==> src/rtl/oclib_pkg.sv <==
// Shared CSR bus structs, router state encoding and router limits.
package oclib_pkg;

  localparam int CsrRouterMaxOutputs = 32;
  localparam int CsrBlockIdBits      = 8;
  localparam int CsrDataBits         = 32;

  typedef enum logic [2:0] {
    StIdle,
    StDecode,
    StAccess,
    StRespond,
    StWait
  } csr_router_state_e;

  typedef struct packed {
    logic        read;
    logic        write;
    logic [31:0] address;
    logic [31:0] wdata;
  } csr_32_s;

  // toblock sits in the MSBs so the remaining bits line up with csr_32_s.
  typedef struct packed {
    logic [CsrBlockIdBits-1:0] toblock;
    logic                      read;
    logic                      write;
    logic [31:0]               address;
    logic [31:0]               wdata;
  } csr_32_tree_s;

  typedef struct packed {
    logic        ready;
    logic        error;
    logic [31:0] rdata;
  } csr_32_fb_s;

  typedef struct packed {
    logic        ready;
    logic        error;
    logic [31:0] rdata;
  } csr_32_tree_fb_s;

endpackage

==> src/rtl/oclib_csr_router_decode.sv <==
// Combinational toblock -> output select vector: key/mask match, lowest
// index wins, broadcast writes select every output.
module oclib_csr_router_decode
  import oclib_pkg::*;
#(
  parameter int                                                Outputs           = 8,
  parameter logic [CsrRouterMaxOutputs-1:0][CsrBlockIdBits-1:0] OutputBlockIdKey  = '1,
  parameter logic [CsrRouterMaxOutputs-1:0][CsrBlockIdBits-1:0] OutputBlockIdMask = '0,
  parameter bit                                                EnableBroadcast   = 1'b0,
  parameter logic [CsrBlockIdBits-1:0]                         BroadcastBlockId  = '1
) (
  input  logic [CsrBlockIdBits-1:0] i_toblock,
  input  logic                      i_write,
  output logic [Outputs-1:0]        o_sel
);

  // An all-ones key stands for "this output's own index".
  function automatic logic f_match(input int idx, input logic [CsrBlockIdBits-1:0] blk);
    logic [CsrBlockIdBits-1:0] key;
    logic [CsrBlockIdBits-1:0] care;
    care = ~OutputBlockIdMask[idx];
    key  = (OutputBlockIdKey[idx] == '1) ? CsrBlockIdBits'(idx) : OutputBlockIdKey[idx];
    return ((blk & care) == (key & care));
  endfunction

  always_comb begin
    o_sel = '0;
    for (int i = Outputs - 1; i >= 0; i--) begin
      if (f_match(i, i_toblock)) begin
        o_sel    = '0;
        o_sel[i] = 1'b1;
      end
    end
    // A broadcast read has no single source for rdata, so it decodes as a miss.
    if (EnableBroadcast && (i_toblock == BroadcastBlockId)) begin
      o_sel = i_write ? '1 : '0;
    end
  end

endmodule

==> src/rtl/oclib_csr_tree_router.sv <==
// CSR tree branch router: decodes one upstream request to one (or, for
// broadcast writes, all) downstream ports, with miss and timeout responses.
//
// state     | meaning
// ----------+-------------------------------------------------------------
// StIdle    | waiting for in.read/in.write; payload latched on entry
// StDecode  | select vector registered; miss goes straight to StRespond
// StAccess  | selected outputs driven until each readies or timer expires
// StRespond | single-cycle inFb.ready with captured rdata/error
// StWait    | outputs quiet, waiting for upstream to drop its request
module oclib_csr_tree_router
  import oclib_pkg::*;
#(
  parameter type CsrInType    = csr_32_tree_s,
  parameter type CsrInFbType  = csr_32_tree_fb_s,
  parameter type CsrOutType   = csr_32_s,
  parameter type CsrOutFbType = csr_32_fb_s,
  parameter int                                                Outputs           = 8,
  parameter logic [CsrRouterMaxOutputs-1:0][CsrBlockIdBits-1:0] OutputBlockIdKey  = '1,
  parameter logic [CsrRouterMaxOutputs-1:0][CsrBlockIdBits-1:0] OutputBlockIdMask = '0,
  parameter int                                                TimeoutCycles     = 1024,
  parameter bit                                                EnableBroadcast   = 1'b0,
  parameter logic [CsrBlockIdBits-1:0]                         BroadcastBlockId  = '1
) (
  input  logic        i_clock,
  input  logic        i_reset,
  input  CsrInType    i_in,
  output CsrInFbType  o_in_fb,
  output CsrOutType   o_out    [Outputs],
  input  CsrOutFbType i_out_fb [Outputs],
  output logic        o_status_miss,
  output logic        o_status_timeout
);

  localparam int                   TimerBits = (TimeoutCycles > 1) ? $clog2(TimeoutCycles) : 1;
  localparam logic [TimerBits-1:0] TimerLoad = (TimeoutCycles > 0) ? TimerBits'(TimeoutCycles - 1) : '0;

  if ((Outputs < 1) || (Outputs > CsrRouterMaxOutputs)) begin : g_bad_outputs
    $error("oclib_csr_tree_router: Outputs must be 1..32");
  end
  if ((Outputs > 1) && ($bits(CsrInType) < $bits(CsrOutType) + CsrBlockIdBits)) begin : g_no_block
    $error("oclib_csr_tree_router: CsrInType lacks a block id field");
  end

  csr_router_state_e         r_state;
  csr_router_state_e         w_state_nxt;
  CsrOutType                 r_out_int;
  logic [CsrBlockIdBits-1:0] r_toblock;
  logic [Outputs-1:0]        r_sel;
  logic [Outputs-1:0]        r_done;
  logic [TimerBits-1:0]      r_timer;
  logic [CsrDataBits-1:0]    r_rdata;
  logic                      r_err;
  logic                      r_miss;
  logic                      r_tmo;

  logic [$bits(CsrOutType)-1:0] w_in_low;
  CsrOutType                    w_in_payload;
  logic [CsrBlockIdBits-1:0]    w_toblock;
  logic                         w_req;
  logic [Outputs-1:0]           w_sel;
  logic [Outputs-1:0]           w_hit;
  logic                         w_hit_err;
  logic [CsrDataBits-1:0]       w_hit_rdata;
  logic                         w_access;
  logic                         w_timeout;

  assign w_in_low  = i_in[$bits(CsrOutType)-1:0];
  assign w_toblock = i_in[$bits(CsrInType)-1 -: CsrBlockIdBits];
  assign w_req     = i_in.read | i_in.write;
  assign w_access  = (r_state == StAccess);

  // Write has priority when upstream raises both strobes.
  always_comb begin
    w_in_payload       = CsrOutType'(w_in_low);
    w_in_payload.read  = i_in.read & ~i_in.write;
    w_in_payload.write = i_in.write;
  end

  oclib_csr_router_decode #(
    .Outputs           (Outputs),
    .OutputBlockIdKey  (OutputBlockIdKey),
    .OutputBlockIdMask (OutputBlockIdMask),
    .EnableBroadcast   (EnableBroadcast),
    .BroadcastBlockId  (BroadcastBlockId)
  ) u_decode (
    .i_toblock (r_toblock),
    .i_write   (r_out_int.write),
    .o_sel     (w_sel)
  );

  always_comb begin
    w_hit       = '0;
    w_hit_err   = 1'b0;
    w_hit_rdata = '0;
    for (int i = 0; i < Outputs; i++) begin
      w_hit[i]    = w_access & r_sel[i] & ~r_done[i] & i_out_fb[i].ready;
      w_hit_err   = w_hit_err | (w_hit[i] & i_out_fb[i].error);
      w_hit_rdata = w_hit_rdata | (w_hit[i] ? i_out_fb[i].rdata : '0);
    end
  end

  // A ready landing on the last timer cycle completes the access instead.
  assign w_timeout = (TimeoutCycles != 0) && w_access && (r_timer == '0) &&
                     (r_done != r_sel) && ((r_done | w_hit) != r_sel);

  always_ff @(posedge i_clock) begin
    if (i_reset) r_state <= StIdle;
    else         r_state <= w_state_nxt;
  end

  always_comb begin
    w_state_nxt = r_state;
    case (r_state)
      StIdle:    if (w_req) w_state_nxt = StDecode;
      StDecode:  w_state_nxt = (w_sel == '0) ? StRespond : StAccess;
      StAccess:  if ((r_done == r_sel) || w_timeout) w_state_nxt = StRespond;
      StRespond: w_state_nxt = StWait;
      StWait:    if (!w_req) w_state_nxt = StIdle;
      default:   w_state_nxt = StIdle;
    endcase
  end

  always_ff @(posedge i_clock) begin
    if (i_reset) begin
      r_out_int <= '0;
      r_toblock <= '0;
      r_sel     <= '0;
      r_done    <= '0;
      r_timer   <= '0;
      r_rdata   <= '0;
      r_err     <= 1'b0;
      r_miss    <= 1'b0;
      r_tmo     <= 1'b0;
    end else begin
      case (r_state)
        StIdle: begin
          if (w_req) begin
            r_out_int <= w_in_payload;
            r_toblock <= w_toblock;
            r_done    <= '0;
            r_rdata   <= '0;
            r_err     <= 1'b0;
            r_miss    <= 1'b0;
            r_tmo     <= 1'b0;
          end
        end
        StDecode: begin
          r_sel   <= w_sel;
          r_timer <= TimerLoad;
          if (w_sel == '0) begin
            r_err  <= 1'b1;
            r_miss <= 1'b1;
          end
        end
        StAccess: begin
          r_done <= r_done | w_hit;
          r_err  <= r_err | w_hit_err;
          if (|w_hit) r_rdata <= w_hit_rdata;
          if (r_timer != '0) r_timer <= r_timer - TimerBits'(1);
          if (w_timeout) begin
            r_err   <= 1'b1;
            r_rdata <= '0;
            r_tmo   <= 1'b1;
          end
        end
        default: ;
      endcase
    end
  end

  always_comb begin
    for (int i = 0; i < Outputs; i++) begin
      o_out[i]       = r_out_int;
      o_out[i].read  = w_access & r_out_int.read  & r_sel[i] & ~r_done[i];
      o_out[i].write = w_access & r_out_int.write & r_sel[i] & ~r_done[i];
    end
  end

  always_comb begin
    o_in_fb = '0;
    if (r_state == StRespond) begin
      o_in_fb.ready = 1'b1;
      o_in_fb.error = r_err;
      o_in_fb.rdata = r_rdata;
    end
  end

  assign o_status_miss    = (r_state == StRespond) & r_miss;
  assign o_status_timeout = (r_state == StRespond) & r_tmo;

endmodule

==> config.mk <==
export PLATFORM = sky130hd
export DESIGN_NAME = oclib_csr_tree_router
export DESIGN_NICKNAME = d
export VERILOG_FILES = /design/src/rtl/oclib_pkg.sv /design/src/rtl/oclib_csr_router_decode.sv /design/src/rtl/oclib_csr_tree_router.sv
export SDC_FILE = /design/constraint.sdc
export NUM_CORES = 1
export LEC_CHECK = 0
export CORE_AREA = 2 2 353 355
export CTS_CLUSTER_DIAMETER = 40
export DETAILED_ROUTE_END_ITERATION = 8
export DIE_AREA = 0 0 355 357
export HOLD_SLACK_MARGIN = 0.1
export PLACE_DENSITY_LB_ADDON = 0.25
export SYNTH_ARGS = -nofsm -noshare
export SYNTH_HDL_FRONTEND = slang
export SYNTH_SLANG_ARGS = --single-unit
==> constraint.sdc <==
create_clock -name i_clock -period 2.95 [get_ports i_clock]
set_input_delay 0.4425 -clock i_clock [delete_from_list [all_inputs] [get_ports i_clock]]
set_output_delay 0.4425 -clock i_clock [all_outputs]
set_load 0.02 [all_outputs]
# Word-level counts from Yosys, hierarchy flattened
# Index checks and enable logic that the tools add are counted.
# op_classes
muxes,37
add_sub_neg,1
n_bitwise,95
reduce_logical,22
eq_ne,21
# ops
cell,count
32-bit two-way mux,11
32-bit bitwise OR,7
8-bit two-way mux,9
1-bit bitwise AND,69
32-bit one-hot mux with 2 select lines,1
34-bit two-way mux,1
"8-bit by 3-bit == test with 1-bit output, second input constant",4
10-bit one-hot mux with 2 select lines,1
"8-bit by 2-bit == test with 1-bit output, second input constant",2
8-bit logical NOT,2
8-bit inequality test,2
8-bit one-hot mux with 2 select lines,1
3-bit one-hot mux with 5 select lines,1
3-bit AND reduction,5
10-bit logical NOT,1
10-bit two-way mux,1
10-bit nonzero test,1
"10-bit by 1-bit subtractor with 10-bit output, second input constant",1
3-bit two-way mux,3
1-bit inverter,9
1-bit bitwise OR,9
"8-bit by 1-bit == test with 1-bit output, second input constant",1
8-bit == test,1
8-bit bitwise OR,1
other kinds (16),32
# totals
inputBits,348
wordCells,189
ff_bits,138
output_inout_bits,564

# Longest topological paths before layout
# depth
ltp_word,15
ltp_mapped,11
depth_no_buf,8

# Hierarchy
# A second synthesis with hierarchy kept.
# unflattened
cells_unflattened,1373
area_unflattened_um2,10955.5
# by_module_without_submodules
mod,seq_area_each_um2,instances,area_per_inst_um2,cells_each
oclib_csr_tree_router,2762.6,1,10861.7,1358
oclib_csr_router_decode,0.0,1,93.8,15

# Worst setup path after synthesis
# No wires, ideal clock.
# synth_path
kind,register to register
startpoint,reg r_state[2]
endpoint,reg r_rdata[10]
n_path_buf,3
stages_incl_launch_ff,11
slack_ns,0.573
setup_ns,0.070
synth_period_minus_slack_ns,2.377
arrival_time_ns,2.307
required_ns,2.880
path_cell_list,dfxtp_1 buf_6 or3b_1 buf_6 o41ai_2 o211ai_1 or4_4 nor4_4 buf_6 a22oi_1 o21ai_1
# synth_between
elab_chain_cells,15
word_cells_on_any_way,54
classes_between,eq/ne: 4; mux: 11; bitwise: 32; reduce/logical: 7
# synth_rtl
item,line_no,text
from (decl),oclib_csr_tree_router.sv:45,csr_router_state_e r_state;
from (signal assigned),oclib_csr_tree_router.sv:108,if (i_reset) r_state <= StIdle;
from (signal assigned),oclib_csr_tree_router.sv:109,else r_state <= w_state_nxt;
3-bit by 2-bit == test with 1-bit output,"oclib_csr_tree_router.sv:71, oclib_csr_tree_router.sv:136",
1-bit bitwise AND (3 in series),oclib_csr_tree_router.sv:97,w_hit[i] = w_access & r_sel[i] & ~r_done[i] & i_out_fb[i].ready;
32-bit two-way mux,oclib_csr_tree_router.sv:99,w_hit_rdata = w_hit_rdata | (w_hit[i] ? i_out_fb[i].rdata : '0);
32-bit bitwise OR (7 in series),oclib_csr_tree_router.sv:99,
32-bit two-way mux,oclib_csr_tree_router.sv:159,if (|w_hit) r_rdata <= w_hit_rdata;
32-bit two-way mux,oclib_csr_tree_router.sv:161,if (w_timeout) begin
32-bit one-hot mux with 2 select lines,oclib_csr_tree_router.sv:136,case (r_state)
to (signal assigned),oclib_csr_tree_router.sv:159,
to (decl),oclib_csr_tree_router.sv:52,logic [CsrDataBits-1:0] r_rdata;
# Parallel ways exist; a longest one is shown, timed or not. The select of a mux whose other input is x is not followed.
# A chain may end at the register's enable or synchronous reset.

==> results_dict.tcl <==
set metrics [dict create \
    status "complete, no violations" \
    areaGrowthSynthToFinish_pct 77.5 \
    avgSynthCellArea_um2 7.67 \
    via_per_inst 3.18 \
    p_leak_nw 6.33 \
    cp-end-kind "output pin" \
    syn_inst 1431 \
    period_share_pct 93.2 \
    synthArstFlopShare_pct 0 \
    drtIter0Drc 506 \
    gp_congestion 0.838 \
    cts-root-buf "clkbuf_16" \
    worstSetupStartpointType "flop" \
    reg2reg_depth 8 \
    cts_hold_buf 0 \
    maxSlewViolCount 0 \
    ys.flop_type "dfxtp_1" \
    cp_slowest_cell "clkdlybuf4s50_1" \
    routed_wl_um 75100 \
    crit_path_cell_trace "nor3b_2 > buf_4 > nand2_1 > buf_4 > nor2_1 > clkdlybuf4s50_1" \
    drv_cap 0 \
    critical_path_class "flop to output pin" \
    dr_wl_met2_um 39400 \
    overflow 0 \
    dieArea_mm2 0.127 \
    fin_skew_ns 0.0141 \
    synth-edff-count 0 \
    r2r_slack_ns 0.23 \
    ir_worst_vdd_uv 361 \
    hold_violations 0 \
    placed_area_mm2 0.0188 \
    seqCellArea_mm2 0.00277 \
    drive_gt1_share_pct 7.74 \
    grt_usage_pct 11.3 \
    critical_path.max_fanout 10 \
    synth_top_area_cell "buf_4" \
    num_vias 11100 \
    io_pins 912 \
    clk_pin_slew_ns 0.07 \
    numCtsBuffers 17 \
    fill_cells 14000 \
    core-area_mm2 0.123 \
    cp.required_ns 2.51 \
    die_w_um 355 \
    maxSlewHeadroom_pct 52.0 \
    io_buffer_count 911 \
    yosysMostFrequentCell "buf_4" \
    h-tree-depth 4 \
    syn_nets 1780 \
    crit_path_frequent_cell "buf_4" \
    max_freq_ghz 0.364 \
    clock_sinks 138 \
    synth_seq_cells 138 \
    worstSkewPairLatency_ns 0.50 \
    cts_resized 7 \
    cp-endpoint "o_out[394]" \
    drc 0 \
    grt_max_degree 59 \
    routed.top_layer "met5" \
    start_util_pct 8.92 \
    tightest_slew_ns 0.720 \
    setup_tns_ns 0 \
    synthTopCellsByCount "513 x buf_4, 186 x nand2_1, 138 x dfxtp_1, 91 x a21oi_1, 64 x clkbuf_1" \
    cts_tree "yes" \
    routedWlPerCell_um 21.5 \
    cp.arrival_ns 2.31 \
    critPathLaunch "r_state[2]$_SDFFE_PP0P_" \
    postCtsSetupBuffers 0 \
    synth_top_area_share_pct 35.1 \
    wl_met3_um 5750 \
    synthDistinctLibCells 49 \
    rr_endpoint "r_rdata[22]$_SDFFE_PP0P_" \
    min_path_type "input port to flop" \
    synth_area_leaders "buf_4 35%, dfxtp_1 25%, nand2_1 6.4%, a21oi_1 4.2%, a22oi_1 3.6%" \
    layoutNonFillerInstCount 3491 \
    dr.pass1.iters 6 \
    grt_pass1_vias 10700 \
    multi_input_area_mm2 0.00393 \
    setup_viol 0 \
    ant_nets 0 \
    num_rows 129 \
    reg2reg_from "r_state[2]$_SDFFE_PP0P_" \
    place_hpwl_um 64700 \
    ys_warn_count 0 \
    seq_area_frac_synth_pct 25.2 \
    clock_path_buffers 2 \
    nNetsFinal 2183 \
    antenna_found_initial 34 \
    stdcell_area_mm2 0.0195 \
    die_h_um 357 \
    power_density_mw_per_mm2 569 \
    wl_met1_um 28200 \
    grt_pass1_wl_um 97100 \
    period_minus_slack_ns 2.75 \
    rsz0062_at_grt "false" \
    cp_slowest_stage_delay_ns 0.64 \
    syn_area_mm2 0.0110 \
    placed_cells 3452 \
]
## how the worst min path moves through the flow
stage | start | endpoint | slack [ns] | cells past startpoint
3_5_place_dp | r_toblock[6]$_SDFFE_PP0P_ | r_toblock[6]$_SDFFE_PP0P_ | 0.45 | 2
5_1_grt | i_reset | r_timer[7]$_SDFFE_PP0P_ | 0.32 | 2
4_1_cts | i_reset | r_state[2]$_SDFFE_PP0P_ | 0.29 | 2
3_3_place_gp | r_toblock[5]$_SDFFE_PP0P_ | r_toblock[5]$_SDFFE_PP0P_ | 0.45 | 2
2_1_floorplan | r_tmo$_SDFFE_PP0P_ | r_tmo$_SDFFE_PP0P_ | 0.43 | 2
6_report | i_reset | r_state[2]$_SDFFE_PP0P_ | 0.34 | 2
## layer usage
| metal | track usage (%) | vias up |
|---|---|---|
| met3 | 3.88 | 101 |
| met5 | 0 | - |
| met2 | 20.2 | 563 |
| li1 | - | 5176 |
| met4 | 3.92 | 18 |
| met1 | 12.3 | 5255 |
## cell type report
cell class,count,share of cell area (%)
Timing Repair Buffer,972,50.7
Multi-Input combinational cell,661,20.2
Sequential cell,138,14.2
Tap cell,1637,10.5
Clock buffer,18,2.20
Clock inverter,14,1.25
Inverter,44,0.848
Antenna cell,7,0.0900
## placed cells by master (no fill, tap or decap), types with 3 or more instances in the layout
master           synthesis  layout
a31oi_1                 29      29
inv_1                   44      44
bufinv_16                0       6
nor4_1                   7       7
o21ai_1                 23      23
xor2_1                   6       6
dfxtp_1                138     136
o211ai_1                 4       4
o21a_1                   8       8
buf_4                  513      56
diode_2                  0       7
nand2_1                186     186
a211oi_1                 3       3
nor3_1                  10      10
o21ai_2                  7       6
dlygate4sd2_1            0       6
and2_1                  35      35
a22oi_1                 52      52
a222oi_1                26      26
clkdlybuf4s50_1          0     881
a22o_1                  31      31
clkbuf_16                0      17
nand2b_1                16      15
nand4_1                  5       5
nor3b_1                  4       3
a221oi_1                32      32
buf_12                   0      29
nor2b_1                  6       5
clkinv_4                 0       4
xnor2_1                  3       3
nand3b_1                 3       3
nor3_4                   0       4
nor2_1                  36      36
nand3_1                  9       9
and3_2                   0       4
a21oi_1                 91      91
o21ai_0                  4       3
## metrics by stage
step | worst slack [ns] | power [W] | utilization (%) | hold WS [ns]
floorplan | 0.573 | 0.00649 | - | 0.432
global placement | 0.269 | 0.00861 | 15.3 | 0.449
detailed placement | 0.247 | 0.00860 | 15.3 | 0.453
CTS | 0.00494 | 0.0114 | 15.8 | 0.294
global route | 0.0255 | 0.0117 | 15.8 | 0.321
finish | 0.200 | 0.0111 | 15.8 | 0.336
## cells by family (layout without fill, tap and decap cells)
kind of cell	count (synthesis)	after routing	share of synthesized area [%]
flops	138	138	25.2
other cells	0	7	0
simple gates	335	335	14.3
compound gates	316	316	20.1
fa+ha+maj	1	1	0.114
xor+xnor	9	9	0.718
buf+inv	632	1048	39.6
## critical path: cells and delay by family (launching register included)
family / cells / cell delay, ns
AND/OR/NAND/NOR: 3 / 0.43
flip-flops: 1 / 0.40
buffers and inverters: 3 / 0.98
## report_power, final
part	switching, W	internal, W	total [W]
Combinational	0.00304	0.00271	0.00575
Clock	0.00106	0.00159	0.00265
Sequential	0.000583	0.00211	0.00269
Total	0.00468	0.00641	0.0111
## sequential cells by signal, indices dropped and copies added, names as in the netlist
register / flops
r_err: 1
r_toblock: 8
r_sel: 8
r_timer: 10
r_tmo: 1
r_state: 3
r_miss: 1
r_out_int: 2
r_done: 8
r_rdata: 32
o_out: 64
Power figures use the tool's default switching activity.
==> RTL change 1 (same settings) <==
`EnableBroadcast` is set to 1'b0 in 2 places; all go to 1'b1.
--- a/src/rtl/oclib_csr_router_decode.sv
+++ b/src/rtl/oclib_csr_router_decode.sv
@@ -8,3 +8,3 @@
   parameter logic [CsrRouterMaxOutputs-1:0][CsrBlockIdBits-1:0] OutputBlockIdMask = '0,
-  parameter bit                                                EnableBroadcast   = 1'b0,
+  parameter bit                                                EnableBroadcast   = 1'b1,
   parameter logic [CsrBlockIdBits-1:0]                         BroadcastBlockId  = '1
--- a/src/rtl/oclib_csr_tree_router.sv
+++ b/src/rtl/oclib_csr_tree_router.sv
@@ -21,3 +21,3 @@
   parameter int                                                TimeoutCycles     = 1024,
-  parameter bit                                                EnableBroadcast   = 1'b0,
+  parameter bit                                                EnableBroadcast   = 1'b1,
   parameter logic [CsrBlockIdBits-1:0]                         BroadcastBlockId  = '1
Check against the original RTL: not equivalent (a bounded check fails within 4 cycles, from zero or initial values and one cycle with i_reset high).
==> RTL change 1 against the original RTL <==
- register-to-register slack gained 0.23 ns
- sequential cell count unchanged
- cell area decreased by 3.2%
- clock power shrank 13%
- total power is 35% higher
- wire length down 13%
- hold slack improved by 0.12 ns
- critical path depth down 1
- synthesized area shrank 1.7%
- worst setup slack got worse by 0.076 ns
- final cell count shrank 2.5%
- largest cell class unchanged
- largest power group unchanged
- highest routed layer unchanged
==> RTL change 1: results (changes against the original RTL) <==
Global route
  • GR Util met1: 10.5% (-1.8 points)
  • GRT Util Overall: 9.78% (-1.5 points)
  • Met3 usage in global routing: 3.67% (-0.20 points)
  • Met2 usage: 17.3% (-2.9 points)
  • First-pass GRT wire length: 85.0 mm (-13%)
  • Antenna violations before repair: 17 (-50%)

Worst setup path
  • Arrival @ worst endpoint: 2.38 ns (+0.07 ns)
  • Crit Path Max Fanout: 9 (-1)

Run status
  • Outcome: completed

STA
  • Tightest Pin Transition: 0.945 ns (+0.225 ns)
  • Final clock skew: 0.0213 ns (+0.00715 ns)

Power and ir drop
  • Peak VDD IR: 0.000466 V (+29%)
  • Pleak: 6.11 nW (-3.5%)
  • Sw Ratio: 47.7% (+5.5 points)

Yosys
  • Seq/Total Area, Yosys: 25.6% (+0.44 points)
  • Largest cells by area after synthesis: buf_4 36%, dfxtp_1 26%, nand2_1 5.5%
  • Average instance area after synthesis: 7.94 µm² (+3.6%)
  • Commonest cells in the netlist: 513 x buf_4, 158 x nand2_1, 138 x dfxtp_1

Detailed routing
  • 1st-iter DRT viols: 360 (-29%)
  • Vias: 10400 (-6.7%)
  • Initial DRT Pass Iterations: 5 (-1)
  • WL/cell: 19.1 µm (-11%)

Place
  • Placed instance area: 18300 µm² (-2.8%)
  • DP HPWL: 54.1 mm (-16%)
  • Placer Congestion: 0.784 (-6.4%)

Finish
  • Post-layout nets: 2095 (-4.0%)
  • Layout cells sized above 1: 5.75% (-2.0 points)
  • Fill count: 13900 (-0.81%)
## RTL change 1: cell count changes after synthesis, moves of 10 or more
cell,before,now
and3_1,5,35
inv_1,44,16
nand2_1,186,158
a31oi_1,29,3
a222oi_1,26,1
o21ai_1,23,0
o2bb2ai_1,0,21
a22oi_1,52,69
clkbuf_1,64,47
o2bb2ai_2,0,10
## RTL change 1: worst paths after layout
check | from | end | slack, ns | cells after the start
worst max-delay path | r_state[2] | o_out[328] | 0.12 | 5
worst min register to register | r_rdata[22] | r_rdata[22] | 0.46 | 1
worst max register to register | r_state[0] | r_rdata[23] | 0.46 | 9
worst min-delay path | i_reset | r_done[7] | 0.45 | 4
## RTL change 1: final cells by class
type                       count  area, µm²  area share (%)
antenna                        7       17.5          0.0930
clock buffer                  19        443            2.35
clock inverter                12        115           0.611
inverter                      16       60.1           0.319
multi-input combinational    623       3870            20.5
sequential                   138       2760            14.7
tap                         1637       2050            10.9
timing repair buffer         950       9530            50.6
## RTL change 1: kinds of logic after synthesis
group	share of synthesized area, %
buffers and inverters	39.1
AND/OR/NAND/NOR	14.5
AO/OA/AOI/OAI	20.0
flip-flops	25.6
XOR/XNOR	0.650
adder cells (fa/ha/maj)	0.116
## RTL change 1: layer usage
metal / share of wire, % / wire (µm) / vias up
li1: - / - / 4917
met1: 38 / 24800 / 4844
met2: 51 / 33000 / 523
met3: 8.0 / 5230 / 66
met4: 3.0 / 1970 / 14
met5: 0.14 / 93 / -
## RTL change 1: worst max-delay path, cell delays in order, from the launching register on
cell and delay [ns]:
dfxtp_1 0.39, nor3b_1 0.26, buf_4 0.20, nand2_2 0.20, nor2_1 0.20, clkdlybuf4s50_1 0.63
## RTL change 1: timing repair
action	4_1_cts	5_1_grt
endpoints found under the setup margin	11	1
resized for setup	4	1
pin swaps	0	0
buffers inserted	0	0
endpoints found under the hold margin	0	0
hold buffers	0	0
## RTL change 1: power groups by stage
stage          sequential, mW  combinational [mW]  clock (mW)
3_3_place_gp             3.33                9.62           0
4_1_cts                  3.32                9.58        2.48
3_5_place_dp             3.36                9.56           0
5_1_grt                  3.39                9.95        2.52
6_report                 3.26                9.37        2.30
2_1_floorplan            2.84                6.86           0
## RTL change 1: per-stage QoR
step / total power [mW] / worst slack [ns] / hold WS [ns]
2_1_floorplan: 9.70 / 0.796 / 0.424
3_3_place_gp: 13.0 / 0.338 / 0.437
3_5_place_dp: 12.9 / 0.312 / 0.438
4_1_cts: 15.4 / 0.000691 / 0.384
5_1_grt: 15.9 / 0.00322 / 0.409
6_report: 14.9 / 0.125 / 0.453
==> RTL change 2 (same settings) <==
Made on the original files. Put a register stage on the outputs `o_status_miss` and `o_status_timeout`, cleared by the reset. The values now appear one clock later. The other outputs are not delayed to match.
--- a/src/rtl/oclib_csr_tree_router.sv
+++ b/src/rtl/oclib_csr_tree_router.sv
@@ -188,4 +188,11 @@
 
-  assign o_status_miss    = (r_state == StRespond) & r_miss;
-  assign o_status_timeout = (r_state == StRespond) & r_tmo;
+  always_ff @(posedge i_clock) begin
+    if (i_reset) begin
+      o_status_miss    <= '0;
+      o_status_timeout <= '0;
+    end else begin
+      o_status_miss    <= (r_state == StRespond) & r_miss;
+      o_status_timeout <= (r_state == StRespond) & r_tmo;
+    end
+  end
 
Formal check against the unedited RTL: not equivalent (Yosys sat finds a counterexample within 4 cycles, from zero or initial values and one cycle with i_reset high).
==> RTL change 2 against the original RTL <==
- cell area down 4.2%
- critical endpoint is now o_in_fb[18]
- synthesized area down 3.8%
- sequential cell count up 2
- utilization down 0.66 points
- total power down 17%
- wire length down 8.9%
- worst setup slack worse by 0.073 ns
==> RTL change 2: results (changes against the original RTL) <==
Run status
  • Outcome: completed

Global route
  • Vias in the first global route: 9963 (-6.8%)
  • Antenna violations before repair: 24 (-29%)
  • Largest net degree at the start of global routing: 73 (+24%)
  • GRT Util Overall: 10.2% (-1.1 points)
  • First-pass GRT wire length: 88.0 mm (-9.4%)

Detailed routing
  • WL/cell: 20.3 µm (-5.7%)
  • Vias: 10500 (-5.2%)
  • 1st-iter DRT viols: 772 (+53%)

Yosys
  • Commonest cells in the netlist: 515 x buf_4, 159 x nand2_1, 140 x dfxtp_1
  • Syn nets: 1677 (-5.8%)
  • Synthesis Warnings: 0 (unchanged)
  • Cell variety after synth: 52 (+6.1%)
  • Predominant post-synthesis flop cell: dfxtp_1
  • Largest cells by area after synthesis: buf_4 37%, dfxtp_1 27%, a222oi_1 6.3%
  • Synthesized instance count: 1328 (-7.2%)
  • Ys async rst share: 0% (unchanged)
  • Seq/Total Area, Yosys: 26.5% (+1.4 points)

STA
  • Final clock skew: 0.0135 ns (-0.000624 ns)
  • Slew HR: 50.3% (-1.6 points)

Place
  • I/O Buffers: 911 (unchanged)
  • Placed insts: 3333 (-3.4%)
  • Placer Congestion: 0.777 (-7.3%)

Finish
  • Post-layout nets: 2064 (-5.5%)
  • Finished Layout Cells: 3374 (-3.4%)
  • Layout cells sized above 1: 7.00% (-0.74 points)

Power and ir drop
  • Pleak: 6.49 nW (+2.4%)
  • Peak VDD IR: 0.000303 V (-16%)

Worst setup path
  • Crit Path Max Fanout: 31 (+21)
  • R2R Path End: r_rdata[17]
  • CP endpoint: o_in_fb[18]
  • Crit-path max cell delay: 0.61 ns (-0.03 ns)
  • Arrival @ worst endpoint: 2.38 ns (+0.07 ns)
  • Worst r2r src: r_timer[0]

CTS
  • Worst skew pair latency: 0.50 ns (about the same)
  • Clk slew on worst S/H paths: 0.09 ns (+0.02 ns)
## RTL change 2: cell types whose count changed after synthesis, moves of 22 or more
cell | unedited run | this run
a221oi_1 | 32 | 0
a222oi_1 | 26 | 66
a31oi_1 | 29 | 1
inv_1 | 44 | 12
nand2_1 | 186 | 159
nand3_1 | 9 | 37
o21ai_1 | 23 | 1
## RTL change 2: final cells by class
type	instances	area [µm²]	area share [%]
Clock inverter	15	168	0.898
Clock buffer	17	425	2.28
Timing Repair Buffer	949	9500	50.9
Sequential cell	140	2800	15.0
Antenna cell	9	22.5	0.121
Multi-Input combinational cell	595	3640	19.5
Tap cell	1637	2050	11.0
Inverter	12	45.0	0.241
## RTL change 2: through the flow
| step | area, µm² | setup slack (ns) |
|---|---|---|
| 2_1_floorplan | 10600 | 0.486 |
| 3_3_place_gp | 18000 | -0.00574 |
| 3_5_place_dp | 18000 | 0.0216 |
| 4_1_cts | 18600 | 0.00755 |
| 5_1_grt | 18600 | 0.00450 |
| 6_report | 18700 | 0.128 |
## RTL change 2: logic make-up after synthesis
logic type,Yosys count,synth area share [%]
buf+inv,593,39.7
simple gates,328,14.7
compound gates,259,18.4
flops,140,26.5
xor+xnor,7,0.581
fa+ha+maj,1,0.119
## RTL change 2: repair_timing
action,CTS,global route
endpoints found under the setup margin,22,11
resized for setup,3,11
buffers inserted,0,0
pin swaps,0,0
## RTL change 2: how the worst min path moves through the flow
stage	from	to	slack, ns	cells after the start
final	i_reset	r_miss	0.27	2
after global routing	i_reset	r_miss	0.24	2
after CTS	i_reset	r_miss	0.21	2
after detailed placement	r_toblock[6]	r_toblock[6]	0.45	2
after global placement	r_toblock[3]	r_toblock[3]	0.44	2
after floorplan	r_tmo	r_tmo	0.43	2
## RTL change 2: per-layer routing
layer | wire [µm] | GRT usage (%) | vias up
met2 | 35400 | 18.3 | 569
met1 | 27500 | 11.8 | 5017
met5 | 25 | 0 | -
met4 | 1170 | 2.85 | 4
li1 | - | - | 4885
met3 | 4400 | 2.69 | 55
## RTL change 2: report_power, final
part	leakage [nW]	switching, mW	internal, mW
clock	0.297	1.19	1.21
combinational	5.05	2.16	2.09
sequential	1.14	0.469	2.06
total	6.49	3.82	5.36
